--- config.mk ---
export PLATFORM = sky130hd
export DESIGN_NAME = inst_refill_dma_flat
export DESIGN_NICKNAME = d
export VERILOG_FILES = /design/src/rtl/l1_pkg.sv /design/src/rtl/inst_refill_dma_if.sv /design/src/rtl/inst_refill_dma.sv /design/src/flat_wrapper.sv
export SDC_FILE = /design/constraint.sdc
export NUM_CORES = 1
export LEC_CHECK = 0
export ABC_AREA = 1
export BUFFER_PORTS_ARGS = -buffer_cell sky130_fd_sc_hd__buf_2
export CORE_AREA = 4 4 102 104
export CTS_CLUSTER_SIZE = 25
export DETAILED_ROUTE_END_ITERATION = 7
export DIE_AREA = 0 0 106 108
export HOLD_SLACK_MARGIN = 0.05
export PLACE_DENSITY = 0.81
export SLEW_MARGIN = 20
export SYNTH_ARGS = -nofsm -noshare
export SYNTH_HDL_FRONTEND = slang
export SYNTH_SLANG_ARGS = --single-unit
--- constraint.sdc ---
create_clock -name cpu_clk -period 1.5 [get_ports cpu_clk]
set_clock_uncertainty 0.15 [all_clocks]
set_input_delay 0.075 -clock cpu_clk [delete_from_list [all_inputs] [get_ports cpu_clk]]
set_output_delay 0.075 -clock cpu_clk [all_outputs]
set_load 0.02 [all_outputs]
--- src/rtl/l1_pkg.sv ---
// Shared definitions for the L1 instruction-side refill logic: FSM encoding,
// AXI4 field constants and the line-offset width helper.
package l1_pkg;

  typedef enum logic [1:0] {
    ST_IDLE = 2'd0,
    ST_AR   = 2'd1,
    ST_R    = 2'd2,
    ST_DONE = 2'd3
  } refill_state_e;

  localparam logic [1:0] AXI_BURST_INCR = 2'b01;
  localparam logic [2:0] AXI_SIZE_4B    = 3'b010;
  localparam logic [1:0] AXI_RESP_OKAY  = 2'b00;

  // Ceiling log2; used to size the line offset (bytes per line) and the beat counter.
  function automatic int clog2(input int value);
    int r;
    for (r = 0; (1 << r) < value; r++) begin
    end
    return r;
  endfunction

endpackage

--- src/rtl/inst_refill_dma_if.sv ---
// AXI4 read-address and read-data channels used by the instruction refill DMA.
interface inst_refill_dma_if #(
  parameter int AW = 32,
  parameter int DW = 32
);
  logic [AW-1:0] m_axi_araddr;
  logic [7:0]    m_axi_arlen;
  logic [2:0]    m_axi_arsize;
  logic [1:0]    m_axi_arburst;
  logic          m_axi_arvalid;
  logic          m_axi_arready;
  logic [DW-1:0] m_axi_rdata;
  logic [1:0]    m_axi_rresp;
  logic          m_axi_rlast;
  logic          m_axi_rvalid;
  logic          m_axi_rready;

  modport master (
    output m_axi_araddr, m_axi_arlen, m_axi_arsize, m_axi_arburst, m_axi_arvalid,
    input  m_axi_arready,
    input  m_axi_rdata, m_axi_rresp, m_axi_rlast, m_axi_rvalid,
    output m_axi_rready
  );

  modport slave (
    input  m_axi_araddr, m_axi_arlen, m_axi_arsize, m_axi_arburst, m_axi_arvalid,
    output m_axi_arready,
    output m_axi_rdata, m_axi_rresp, m_axi_rlast, m_axi_rvalid,
    input  m_axi_rready
  );
endinterface

--- src/rtl/inst_refill_dma.sv ---
// Instruction refill DMA: one AXI4 INCR read burst per miss, each beat written
// into the instruction memory, then a one-cycle done pulse with sticky error.
module inst_refill_dma
  import l1_pkg::*;
#(
  parameter int INST_WIDTH      = 32,
  parameter int INST_ADDR_WIDTH = 32,
  parameter int READ_BURST_LEN  = 8
) (
  input  logic                       cpu_clk,
  input  logic                       cpu_rst_n,
  input  logic                       refill_req,
  input  logic [INST_ADDR_WIDTH-1:0] refill_addr,
  output logic                       refill_busy,
  output logic                       refill_done,
  output logic                       refill_err,
  output logic [INST_ADDR_WIDTH-1:0] dma_inst_mem_waddr,
  output logic [INST_WIDTH-1:0]      dma_inst_mem_wdata,
  output logic                       inst_mem_write,
  inst_refill_dma_if.master          axi
);

  localparam int AW    = INST_ADDR_WIDTH;
  localparam int OFF_W = clog2(READ_BURST_LEN * 4);
  localparam int CNT_W = (READ_BURST_LEN > 1) ? clog2(READ_BURST_LEN) : 1;

  localparam logic [CNT_W-1:0] LAST_BEAT = CNT_W'(READ_BURST_LEN - 1);
  localparam logic [AW-1:0]    OFF_MASK  = AW'((64'd1 << OFF_W) - 64'd1);

  refill_state_e           state_q, state_d;
  logic [AW-1:0]           base_q, base_d;
  logic [CNT_W-1:0]        cnt_q, cnt_d;
  logic                    err_q, err_d;
  logic [AW-1:0]           waddr_q, waddr_d;
  logic [INST_WIDTH-1:0]   wdata_q, wdata_d;
  logic                    write_q, write_d;
  logic                    is_last;

  assign is_last = (cnt_q == LAST_BEAT);

  always_comb begin
    state_d = state_q;
    base_d  = base_q;
    cnt_d   = cnt_q;
    err_d   = err_q;
    waddr_d = waddr_q;
    wdata_d = wdata_q;
    write_d = 1'b0;

    unique case (state_q)
      ST_IDLE: begin
        if (refill_req) begin
          base_d  = refill_addr & ~OFF_MASK;
          cnt_d   = '0;
          err_d   = 1'b0;
          state_d = ST_AR;
        end
      end
      ST_AR: begin
        if (axi.m_axi_arready) state_d = ST_R;
      end
      ST_R: begin
        // The burst ends on beat count alone; a wrong RLAST only flags an error.
        if (axi.m_axi_rvalid) begin
          wdata_d = axi.m_axi_rdata;
          waddr_d = base_q + (AW'(cnt_q) << 2);
          write_d = 1'b1;
          cnt_d   = cnt_q + CNT_W'(1);
          if ((axi.m_axi_rresp != AXI_RESP_OKAY) || (axi.m_axi_rlast != is_last)) err_d = 1'b1;
          if (is_last) state_d = ST_DONE;
        end
      end
      ST_DONE: state_d = ST_IDLE;
      default: state_d = ST_IDLE;
    endcase
  end

  always_ff @(posedge cpu_clk or negedge cpu_rst_n) begin
    if (!cpu_rst_n) begin
      state_q <= ST_IDLE;
      base_q  <= '0;
      cnt_q   <= '0;
      err_q   <= 1'b0;
      waddr_q <= '0;
      wdata_q <= '0;
      write_q <= 1'b0;
    end else begin
      state_q <= state_d;
      base_q  <= base_d;
      cnt_q   <= cnt_d;
      err_q   <= err_d;
      waddr_q <= waddr_d;
      wdata_q <= wdata_d;
      write_q <= write_d;
    end
  end

  assign refill_busy        = (state_q != ST_IDLE);
  assign refill_done        = (state_q == ST_DONE);
  assign refill_err         = (state_q == ST_DONE) && err_q;
  assign dma_inst_mem_waddr = waddr_q;
  assign dma_inst_mem_wdata = wdata_q;
  assign inst_mem_write     = write_q;

  assign axi.m_axi_araddr   = base_q;
  assign axi.m_axi_arlen    = 8'(READ_BURST_LEN - 1);
  assign axi.m_axi_arsize   = AXI_SIZE_4B;
  assign axi.m_axi_arburst  = AXI_BURST_INCR;
  assign axi.m_axi_arvalid  = (state_q == ST_AR);
  assign axi.m_axi_rready   = (state_q == ST_R);

endmodule

--- src/flat_wrapper.sv ---
// flat-port wrapper written by rule: the top's interface ports become plain ports
module inst_refill_dma_flat import l1_pkg::*;
#(
  parameter int INST_WIDTH      = 32,
  parameter int INST_ADDR_WIDTH = 32,
  parameter int READ_BURST_LEN  = 8
)
  (cpu_clk, cpu_rst_n, refill_req, refill_addr, refill_busy, refill_done, refill_err, dma_inst_mem_waddr, dma_inst_mem_wdata, inst_mem_write, axi_m_axi_araddr, axi_m_axi_arlen, axi_m_axi_arsize, axi_m_axi_arburst, axi_m_axi_arvalid, axi_m_axi_arready, axi_m_axi_rdata, axi_m_axi_rresp, axi_m_axi_rlast, axi_m_axi_rvalid, axi_m_axi_rready);
  inst_refill_dma_if #(.AW(32), .DW(32)) axi_i ();
  input  logic cpu_clk;
  input  logic cpu_rst_n;
  input  logic refill_req;
  input  logic [INST_ADDR_WIDTH-1:0] refill_addr;
  output logic refill_busy;
  output logic refill_done;
  output logic refill_err;
  output logic [INST_ADDR_WIDTH-1:0] dma_inst_mem_waddr;
  output logic [INST_WIDTH-1:0] dma_inst_mem_wdata;
  output logic inst_mem_write;
  output wire logic [$bits(axi_i.m_axi_araddr)-1:0] axi_m_axi_araddr;
  output wire logic [$bits(axi_i.m_axi_arlen)-1:0] axi_m_axi_arlen;
  output wire logic [$bits(axi_i.m_axi_arsize)-1:0] axi_m_axi_arsize;
  output wire logic [$bits(axi_i.m_axi_arburst)-1:0] axi_m_axi_arburst;
  output wire logic [$bits(axi_i.m_axi_arvalid)-1:0] axi_m_axi_arvalid;
  input wire logic [$bits(axi_i.m_axi_arready)-1:0] axi_m_axi_arready;
  input wire logic [$bits(axi_i.m_axi_rdata)-1:0] axi_m_axi_rdata;
  input wire logic [$bits(axi_i.m_axi_rresp)-1:0] axi_m_axi_rresp;
  input wire logic [$bits(axi_i.m_axi_rlast)-1:0] axi_m_axi_rlast;
  input wire logic [$bits(axi_i.m_axi_rvalid)-1:0] axi_m_axi_rvalid;
  output wire logic [$bits(axi_i.m_axi_rready)-1:0] axi_m_axi_rready;
  assign axi_m_axi_araddr = axi_i.m_axi_araddr;
  assign axi_m_axi_arlen = axi_i.m_axi_arlen;
  assign axi_m_axi_arsize = axi_i.m_axi_arsize;
  assign axi_m_axi_arburst = axi_i.m_axi_arburst;
  assign axi_m_axi_arvalid = axi_i.m_axi_arvalid;
  assign axi_i.m_axi_arready = axi_m_axi_arready;
  assign axi_i.m_axi_rdata = axi_m_axi_rdata;
  assign axi_i.m_axi_rresp = axi_m_axi_rresp;
  assign axi_i.m_axi_rlast = axi_m_axi_rlast;
  assign axi_i.m_axi_rvalid = axi_m_axi_rvalid;
  assign axi_m_axi_rready = axi_i.m_axi_rready;
  inst_refill_dma #(.INST_WIDTH(INST_WIDTH), .INST_ADDR_WIDTH(INST_ADDR_WIDTH), .READ_BURST_LEN(READ_BURST_LEN)) u_core (.cpu_clk(cpu_clk), .cpu_rst_n(cpu_rst_n), .refill_req(refill_req), .refill_addr(refill_addr), .refill_busy(refill_busy), .refill_done(refill_done), .refill_err(refill_err), .dma_inst_mem_waddr(dma_inst_mem_waddr), .dma_inst_mem_wdata(dma_inst_mem_wdata), .inst_mem_write(inst_mem_write), .axi(axi_i));
endmodule
==> results.cfg, run 1 <==
[critical_path]
end_kind = flop
arrival_ps = 1650
startpoint_type = flop
cp_max_fo = 17
critPathKind = flop to flop
cp_cell_sequence = inv_2 -> buf_6 -> ha_4 -> nand2_8 -> clkinv_4 -> buf_16 -> nand2_1 -> nand2_1
crit_path_top_delay_cell = dfrtp_1
worstPathRequired_ps = 1580
crit_top_cell = nand2_1
max_stage_delay_ps = 410

[route]
wl_per_cell_um = 13.94
drtIter0Drc = 203
via_count = 3531
dr_wl_met2_um = 5762
vias_per_cell = 4.419
drcViolationCount = 0
drtAntennaViolNets = 0
finalWirelength_um = 11140
drtPass1Iterations = 4
dr_wl_met3_um = 632
top_layer = met4
wl_met1_um = 4444

[global_route]
grt_pass1_wl_um = 17270
track_usage_pct = 19.17
antenna_found_initial = 0
grt_pass1_vias = 3602
grt_remaining_overflow = 0
grt_max_degree = 97

[clock_network]
clockRootBuffer = clkbuf_8
path_clk_slew_ps = 90
cts_sinks = 96
htreeDepth = 3
cts_buffer_depth = 2
worstSkewPairLatency_ps = 350
numCtsBuffers = 9
cts_tree = built

[hold_path]
hold_path_class = input port to flop

[place]
place.port_buffers = 161
gp_congestion = 0.7930
detailed_place_hpwl_um = 6693
placedCellCount = 712

[synthesis]
synthXorXnorAreaFrac_pct = 0
yosysUniqueCellTypes = 19
postSynthCellCount = 423
synth_area_leaders = dfrtp_1, nand2_1, buf_4
ys_warn_count = 0
synth_compound_area_share_pct = 8.142
syn_area_sq_um = 3919
seq_area_frac_synth_pct = 61.30
yosys.area.top_type = dfrtp_1
synth-seq-cells = 96
avgSynthCellArea_sq_um = 9.264
yosysTopAreaCellShare_pct = 61.30
synthSimpleGateAreaFrac_pct = 17.08
muxShareOfSynthArea_pct = 0.2874
synth_top_family_by_area = simple AND/OR/NAND/NOR gates
synth_fa_ha_area_share_pct = 2.235

[die]
die_h_um = 108
fp-row-count = 36
dieArea_sq_um = 11450
ios = 187
coreArea_sq_um = 9549
start_util_pct = 41.04
fp.dieW_um = 106

[sta]
rsz0062_at_grt = yes
fin_crit_ps = 1570
setup_ws_ps = -70.43
final-hold-violation-count = 0
clock.fmax_mhz = 636.8
holdWs_ps = 94.62
setup_viol = 65
slew_viol_final = 0
post-route-period-util_pct = 104.7

[power_and_ir_drop]
powerDensity_nw_per_um2 = 2057
p_sw_share_pct = 43.71
p_clk_share_pct = 13.5
p_switching_mw = 5.394
seqPwrFrac_pct = 35.9
p_int_mw = 6.947
p_total_mw = 12.34
p_leak_nw = 3.272
vdd_ir_drop_max_v = 0.001116
combPwrFrac_pct = 50.5

[layout]
nFillCells = 765
layout_commonest_cell = buf_2
n_antenna_cell = 0
final_cell_mix = buf_2, nand2_1, dfrtp_1
syn_to_final_growth_pct = 53.13
drive_gt1_share_pct = 33.93
layout.cells.non_filler = 799
num-nets-final = 740

[run_status]
violations = negative setup slack
status = finished, violations left

[flow_run]
drv_cap = 0
-- worst max-delay path, delay by kind of cell, from the launching register on --
kind          cells  cell delay, ps
simple gates      3             250
buf+inv           4             450
fa+ha+maj         1             190
flops             1             410
-- flip-flops by register name, summed over array words and instances (netlist names) --
| signal | cells |
|---|---|
| u_core.dma_inst_mem_wdata | 32 |
| u_core.dma_inst_mem_waddr | 30 |
| u_core.inst_mem_write | 1 |
| u_core.err_q | 1 |
| u_core.cnt_q | 3 |
| u_core.axi.m_axi_araddr | 27 |
| u_core.state_q | 2 |
-- layer usage --
layer | global-route usage [%] | up-vias
met5 | 0 | -
met4 | 8.418 | 0
met3 | 4.657 | 25
met2 | 34.02 | 139
met1 | 22.13 | 1631
li1 | - | 1736
-- stage by stage --
step	worst slack (ps)	setup TNS, ps	utilization, %	cell area [sq um]
global placement	-20.97	-64.71	51.13	4882
detailed placement	-60.40	-1283	51.13	4882
CTS	-44.08	-360.9	61.74	5896
floorplan	15.88	0	-	3999
finish	-70.43	-2307	62.84	6001
global route	-139.0	-6826	62.84	6001
-- path summary, 6_finish.rpt --
| kind | from | end | slack (ps) | depth (start not counted) |
|---|---|---|---|---|
| min | axi_m_axi_rvalid | u_core.inst_mem_write | 90 | 4 |
| min in group asynchronous | cpu_rst_n | u_core.dma_inst_mem_wdata[16] | 160 | 3 |
| max in group asynchronous | cpu_rst_n | u_core.state_q[1] | 630 | 3 |
| max reg2reg | u_core.state_q[0] | u_core.dma_inst_mem_wdata[19] | -70 | 8 |
| min reg2reg | u_core.dma_inst_mem_wdata[7] | u_core.dma_inst_mem_wdata[7] | 330 | 2 |
| max | u_core.state_q[0] | u_core.dma_inst_mem_wdata[19] | -70 | 8 |
-- synthesized netlist by cell type --
library cell  number
inv_1             39
clkbuf_1           1
buf_4             23
dfrtp_1           96
o21ai_1           22
or2_2              1
nor2_1            31
clkinv_1           1
ha_1               7
buf_6              4
nand2_2            2
nand3_1            1
a21oi_2            1
mux2_1             1
buf_2             10
conb_1             2
nand2_1          141
o21ai_0           13
a21oi_1           27
-- kinds of logic after synthesis --
logic type	Yosys count
DFF	96
adders and majority gates	7
and+or+nand+nor	176
other	2
muxes	1
AOI/OAI and AO/OA	63
buffers and inverters	78
-- area by class of cell --
| class | instances | area, sq um | share of cell area, % |
|---|---|---|---|
| Inverter | 40 | 155.1 | 2.585 |
| Clock inverter | 5 | 56.30 | 0.9383 |
| Sequential cell | 96 | 2404 | 40.05 |
| Multi-Input combinational cell | 267 | 1292 | 21.54 |
| Timing Repair Buffer | 247 | 1785 | 29.75 |
| Clock buffer | 11 | 141.4 | 2.356 |
| Tap cell | 133 | 166.4 | 2.773 |
-- power groups by stage --
stage | combinational [mW] | clock [mW] | sequential (mW)
6_report | 6.23 | 1.67 | 4.44
3_3_place_gp | 5.28 | 0 | 4.38
2_1_floorplan | 2.02 | 0 | 5.80
4_1_cts | 5.96 | 1.74 | 4.41
3_5_place_dp | 5.45 | 0 | 4.44
5_1_grt | 6.77 | 1.83 | 4.59
-- repair_timing --
item,CTS,global route
buffers inserted,4,0
resized for setup,30,27
endpoints found under the setup margin,73,100
pin swaps,4,4
hold endpoints to repair,161,0
hold buffers,65,0
cloned,1,1
Power figures use the tool's default switching activity.
==> run 2: changes to the inputs <==
- ABC_AREA: 1 -> not set
- CORE_AREA: 4 4 102 104 -> 4 4 130 82
- CTS_BUF_LIST: not set -> sky130_fd_sc_hd__clkbuf_8
- DIE_AREA: 0 0 106 108 -> 0 0 134 86
- PLACE_DENSITY: 0.81 -> 0.84
==> run 2 against run 1 <==
The flow still finishes with violations (negative setup slack). Clock-buffer cell count fell by 2. Hold slack got worse by 19 ps. Synthesized cell count shrank 39%. Utilization increased by 5.9 points. Final cell count fell by 17%. Clock power rose by 6%. Critical path depth fell by 3. Register-to-register slack lost 110 ps. Area after synthesis is 4.1% higher. Flip-flop and latch count is the same. Critical path type unchanged. Critical endpoint is now u_core.dma_inst_mem_waddr[24]. Highest routed layer unchanged.
==> results.cfg, run 2 <==
[run_status]
status = finished, violations left
violations = negative setup slack

[clock_network]
worstSkewPairLatency_ps = 350
numCtsBuffers = 9
cts_tree = built
cts_buffer_depth = 2
clockRootBuffer = clkbuf_8
cts_sinks = 96
path_clk_slew_ps = 90
htreeDepth = 3

[route]
finalWirelength_um = 12000
drtAntennaViolNets = 0
wl_per_cell_um = 18.07
vias_per_cell = 4.593
drtIter0Drc = 76
drtPass1Iterations = 4
drcViolationCount = 0
via_count = 3050

[synthesis]
avgSynthCellArea_sq_um = 15.80
yosysMostFrequentCell = dfrtp_1
synthXorXnorAreaFrac_pct = 0.2148
synth_compound_area_share_pct = 2.577
syn_area_sq_um = 4078
synth-edff-count = 0
async_flop_share_pct = 100.0
ys_warn_count = 0
yosys.area.top_type = dfrtp_1
muxShareOfSynthArea_pct = 27.06
synthSimpleGateAreaFrac_pct = 2.209
ys.flop_type = dfrtp_1
yosysTopAreaCellShare_pct = 58.91
postSynthCellCount = 258
synth-seq-cells = 96
synth_commonest_cells = dfrtp_1, mux2_2, mux2_1, mux2_4, buf_4
seq_area_frac_synth_pct = 58.91
synth_area_leaders = dfrtp_1, mux2_4, mux2_2
synth_top_family_by_area = multiplexers
synth_fa_ha_area_share_pct = 2.148
yosysUniqueCellTypes = 31

[global_route]
antenna_found_initial = 0
grt_max_degree = 46
grt_pass1_wl_um = 17880
grt_remaining_overflow = 0
grt_pass1_vias = 3336
track_usage_pct = 19.98

[die]
coreArea_sq_um = 9564
start_util_pct = 42.63
fp-row-count = 28
die_h_um = 86
dieArea_sq_um = 11520
ios = 187
fp.dieW_um = 134

[layout]
largest_register_ffs = 32
finish.instance_area_sq_um = 6570
drive_gt1_share_pct = 59.55
n_antenna_cell = 0
syn_to_final_growth_pct = 61.12
fin_util_pct = 68.69
layout_commonest_cell = buf_2
num-nets-final = 604
final_cell_mix = buf_2, dfrtp_1, mux2_4

[sta]
setup_ws_ps = -178.1
slew_viol_final = 0
fin_crit_ps = 1678
post-route-period-util_pct = 111.9
final-hold-violation-count = 0
setup_viol = 99
holdWs_ps = 75.67
rsz0062_at_grt = yes
clock.fmax_mhz = 595.9

[hold_path]
hold_path_class = input port to async pin

[place]
gp_congestion = 0.8164
detailed_place_hpwl_um = 7126
place.port_buffers = 161
dpl_cell_area_sq_um = 5204

[critical_path]
end_kind = flop
arrival_ps = 1770
critPathKind = flop to flop
worstPathRequired_ps = 1590
r2r_cells = 5
cp_max_fo = 5
startpoint_type = flop

[power_and_ir_drop]
powerDensity_nw_per_um2 = 2217
vdd_ir_drop_max_v = 0.001311
p_leak_nw = 3.390
p_total_mw = 14.56

[flow_run]
drv_cap = 0
-- run 2: cell count changes in the layout (fill, tap and decap cells not counted), moves of 5 or more --
cell and delta:
nand2_1 -133, mux2_4 +73, inv_1 -31, nor2_1 -29, a21oi_1 -26, o21ai_1 -20
buf_4 +13, mux2_1 +11, o21ai_0 -7, nand2_2 -5
-- run 2: worst max-delay path: stages (launching register included) --
cell	delay, ps
dfrtp_1	420
buf_6	140
ha_4	190
nand2_8	110
bufbuf_16	270
mux2_4	290
-- run 2: layout make-up --
type	instances	area, sq um
fill	617	2994
multi-input combinational	145	1777
inverter	6	35.03
clock inverter	6	77.57
clock buffer	9	123.9
tap	135	168.9
timing repair buffer	267	1986
sequential	96	2402
-- run 2: repair_timing --
item | in CTS | in global routing
pin swaps | 6 | 3
hold buffers | 65 | 0
resized for setup | 58 | 27
endpoints found under the hold margin | 159 | 0
buffers inserted | 6 | 4
cloned | 1 | 3
setup endpoints to repair | 98 | 100
-- run 2: cell families (layout without fill, tap and decap cells) --
kind of cell               count (synthesis)  count (layout)
other                                      2              20
xor gates and xnor gates                   1               1
muxes                                     89              89
and+or+nand+nor                           14              14
buffers and inverters                     35             288
DFF                                       96              96
AOI/OAI and AO/OA                         14              14
adders and majority gates                  7               7
-- run 2: metal layers --
| layer | vias up | part of all wire, % | GRT usage (%) |
|---|---|---|---|
| met4 | 0 | 1.1 | 4.482 |
| met5 | - | 0 | 0 |
| met3 | 16 | 8.5 | 8.206 |
| met2 | 138 | 50 | 34.31 |
| li1 | 1385 | - | - |
| met1 | 1511 | 40 | 23.80 |
-- run 2: through the flow --
stage / TNS (ps) / setup slack [ps] / cells
global route: -15740 / -212.7 / 664
CTS: -10920 / -165.0 / 657
detailed placement: -8909 / -157.4 / 570
floorplan: -9404 / -191.7 / 276
global placement: -6611 / -99.08 / 570
finish: -12240 / -178.1 / 664
-- run 2: final timing paths --
check | slack [ps] | endpoint | from
max | -180 | u_core.dma_inst_mem_waddr[24] | u_core.state_q[1]
max reg2reg | -180 | u_core.dma_inst_mem_waddr[24] | u_core.state_q[1]
max in group asynchronous | 530 | u_core.axi.m_axi_araddr[21] | cpu_rst_n
min in group cpu_clk | 100 | u_core.cnt_q[2] | axi_m_axi_rvalid
min reg2reg | 340 | u_core.dma_inst_mem_waddr[4] | u_core.dma_inst_mem_waddr[4]
min | 80 | u_core.err_q | cpu_rst_n
-- run 2: where the power goes --
| part | switching [mW] | internal, mW |
|---|---|---|
| Sequential | 0.898 | 3.91 |
| Clock | 0.854 | 0.914 |
| Combinational | 3.88 | 4.11 |
| Total | 5.64 | 8.93 |
==> run 3: changes to the inputs <==
- CORE_AREA: 4 4 130 82 -> 2 2 128 80
- DIE_AREA: 0 0 134 86 -> 0 0 130 82
- SETUP_SLACK_MARGIN: not set -> 0.02
==> run 3 against run 2 <==
The flow still finishes with violations (negative setup slack). Highest routed layer unchanged. Largest cell class unchanged. Combinational power about the same. Hold slack better by 19 ps. Critical endpoint is now u_core.state_q[1]. Total power up 0.68%. Clock-buffer cell count up 1. Largest power group unchanged. Sequential power about the same.
==> results.cfg, run 3 (same netlist as run 2, synthesis figures left out) <==
[hold_path]
min_from = axi_m_axi_rvalid
min_path_cells = 4
hold_end = u_core.cnt_q[1]
hold_path_class = input port to flop

[power_and_ir_drop]
powerDensity_nw_per_um2 = 2233
p_leak_nw = 3.357
vdd_ir_drop_max_v = 0.001357
p_total_mw = 14.66

[sta]
post-route-period-util_pct = 112.5
slew_viol_final = 0
rsz0062_at_grt = yes
clock.fmax_mhz = 592.5
setup_ws_ps = -187.8
final-hold-violation-count = 0
fin_crit_ps = 1688
setup_viol = 98

[layout]
drive_gt1_share_pct = 58.32
multi_input_area_sq_um = 1788
layout_commonest_cell = buf_2
seqCellArea_sq_um = 2402
n_antenna_cell = 0
nFillCells = 634
layout.cells.non_filler = 658
num-nets-final = 597
final_cell_mix = buf_2, dfrtp_1, mux2_4
finish.instance_area_sq_um = 6566
largest_register_ffs = 32
syn_to_final_growth_pct = 61.03

[critical_path]
cp_max_fo = 2
r2r_end = u_core.state_q[1]
critPathKind = flop to flop
r2r-start = u_core.cnt_q[0]
startpoint_type = flop
rrSetupSlack_ps = -190
r2r_cells = 5
arrival_ps = 1790
end_kind = flop
worstPathRequired_ps = 1600

[run_status]
violations = negative setup slack
status = finished, violations left

[die]
dieArea_sq_um = 10660
fp-row-count = 28
fp.dieW_um = 130
ios = 187
die_h_um = 82
start_util_pct = 42.63
coreArea_sq_um = 9564

[place]
dpl_cell_area_sq_um = 5194
detailed_place_hpwl_um = 6877
place.port_buffers = 161
gp_congestion = 0.8432
placedCellCount = 567

[global_route]
track_usage_pct = 21.30
antenna_found_initial = 0
grt_max_degree = 40
grt_pass1_wl_um = 16950
grt_remaining_overflow = 0
grt_pass1_vias = 3249

[route]
drcViolationCount = 0
vias_per_cell = 4.653
drtAntennaViolNets = 0
drtPass1Iterations = 4
via_count = 3062
drtIter0Drc = 64
finalWirelength_um = 12230
wl_per_cell_um = 18.59

[clock_network]
htreeDepth = 3
worstSkewPairLatency_ps = 360
numCtsBuffers = 9
clockRootBuffer = clkbuf_8
cts_buffer_depth = 2
cts_tree = built
cts_sinks = 96
path_clk_slew_ps = 90

[flow_run]
drv_cap = 0
## run 3: metrics by stage
step / setup TNS, ps / util [%] / hold WS (ps) / setup slack (ps)
6_report: -11650 / 68.66 / 95.02 / -187.8
5_1_grt: -17220 / 68.66 / 103.7 / -220.8
4_1_cts: -10460 / 66.08 / 69.42 / -161.9
3_5_place_dp: -7565 / 54.30 / -136.1 / -222.7
3_3_place_gp: -4396 / 54.30 / -145.1 / -149.9
2_1_floorplan: -9404 / - / -370.6 / -191.7
## run 3: layout make-up
class | instances | area share [%]
flip-flops and latches | 96 | 36.59
repair buffers | 260 | 29.82
multi-input cells | 145 | 27.23
well taps | 135 | 2.572
clock buffers | 10 | 2.096
clock inverters | 6 | 1.162
inverters | 6 | 0.5335
## run 3: what timing repair did
action / in CTS / in global routing
cloned: 2 / 2
setup buffers: 6 / 4
endpoints found under the hold margin: 158 / 0
resized for setup: 45 / 51
endpoints found under the setup margin: 99 / 99
pin swaps: 2 / 6
hold buffers: 66 / 0
## run 3: worst max-delay path by stage
stage	from	endpoint	cells after the start
after detailed placement	u_core.state_q[0]	u_core.state_q[1]	5
final	u_core.cnt_q[0]	u_core.state_q[1]	5
after floorplan	u_core.state_q[0]	u_core.dma_inst_mem_waddr[31]	7
after global placement	u_core.state_q[0]	u_core.state_q[1]	5
after global routing	u_core.state_q[0]	u_core.dma_inst_mem_wdata[14]	6
after CTS	u_core.state_q[1]	axi_m_axi_rready	4
## run 3: critical path: stages (launching register included)
cell and delay, ps:
dfrtp_1 380, ha_2 210, ha_4 150, nand2_2 70, a221oi_4 300, mux2_4 330
## run 3: where the power goes
part | internal (mW) | total [mW] | switching, mW
logic | 4.06 | 8.01 | 3.95
clock network | 0.966 | 1.85 | 0.886
registers | 3.91 | 4.80 | 0.897
total | 8.93 | 14.7 | 5.73
## run 3: routing by layer
layer  GRT usage [%]  part of all wire (%)
met3           7.557                   7.3
met1           23.94                    40
met4           7.527                   1.7
met5               0                     0
met2           38.01                    51
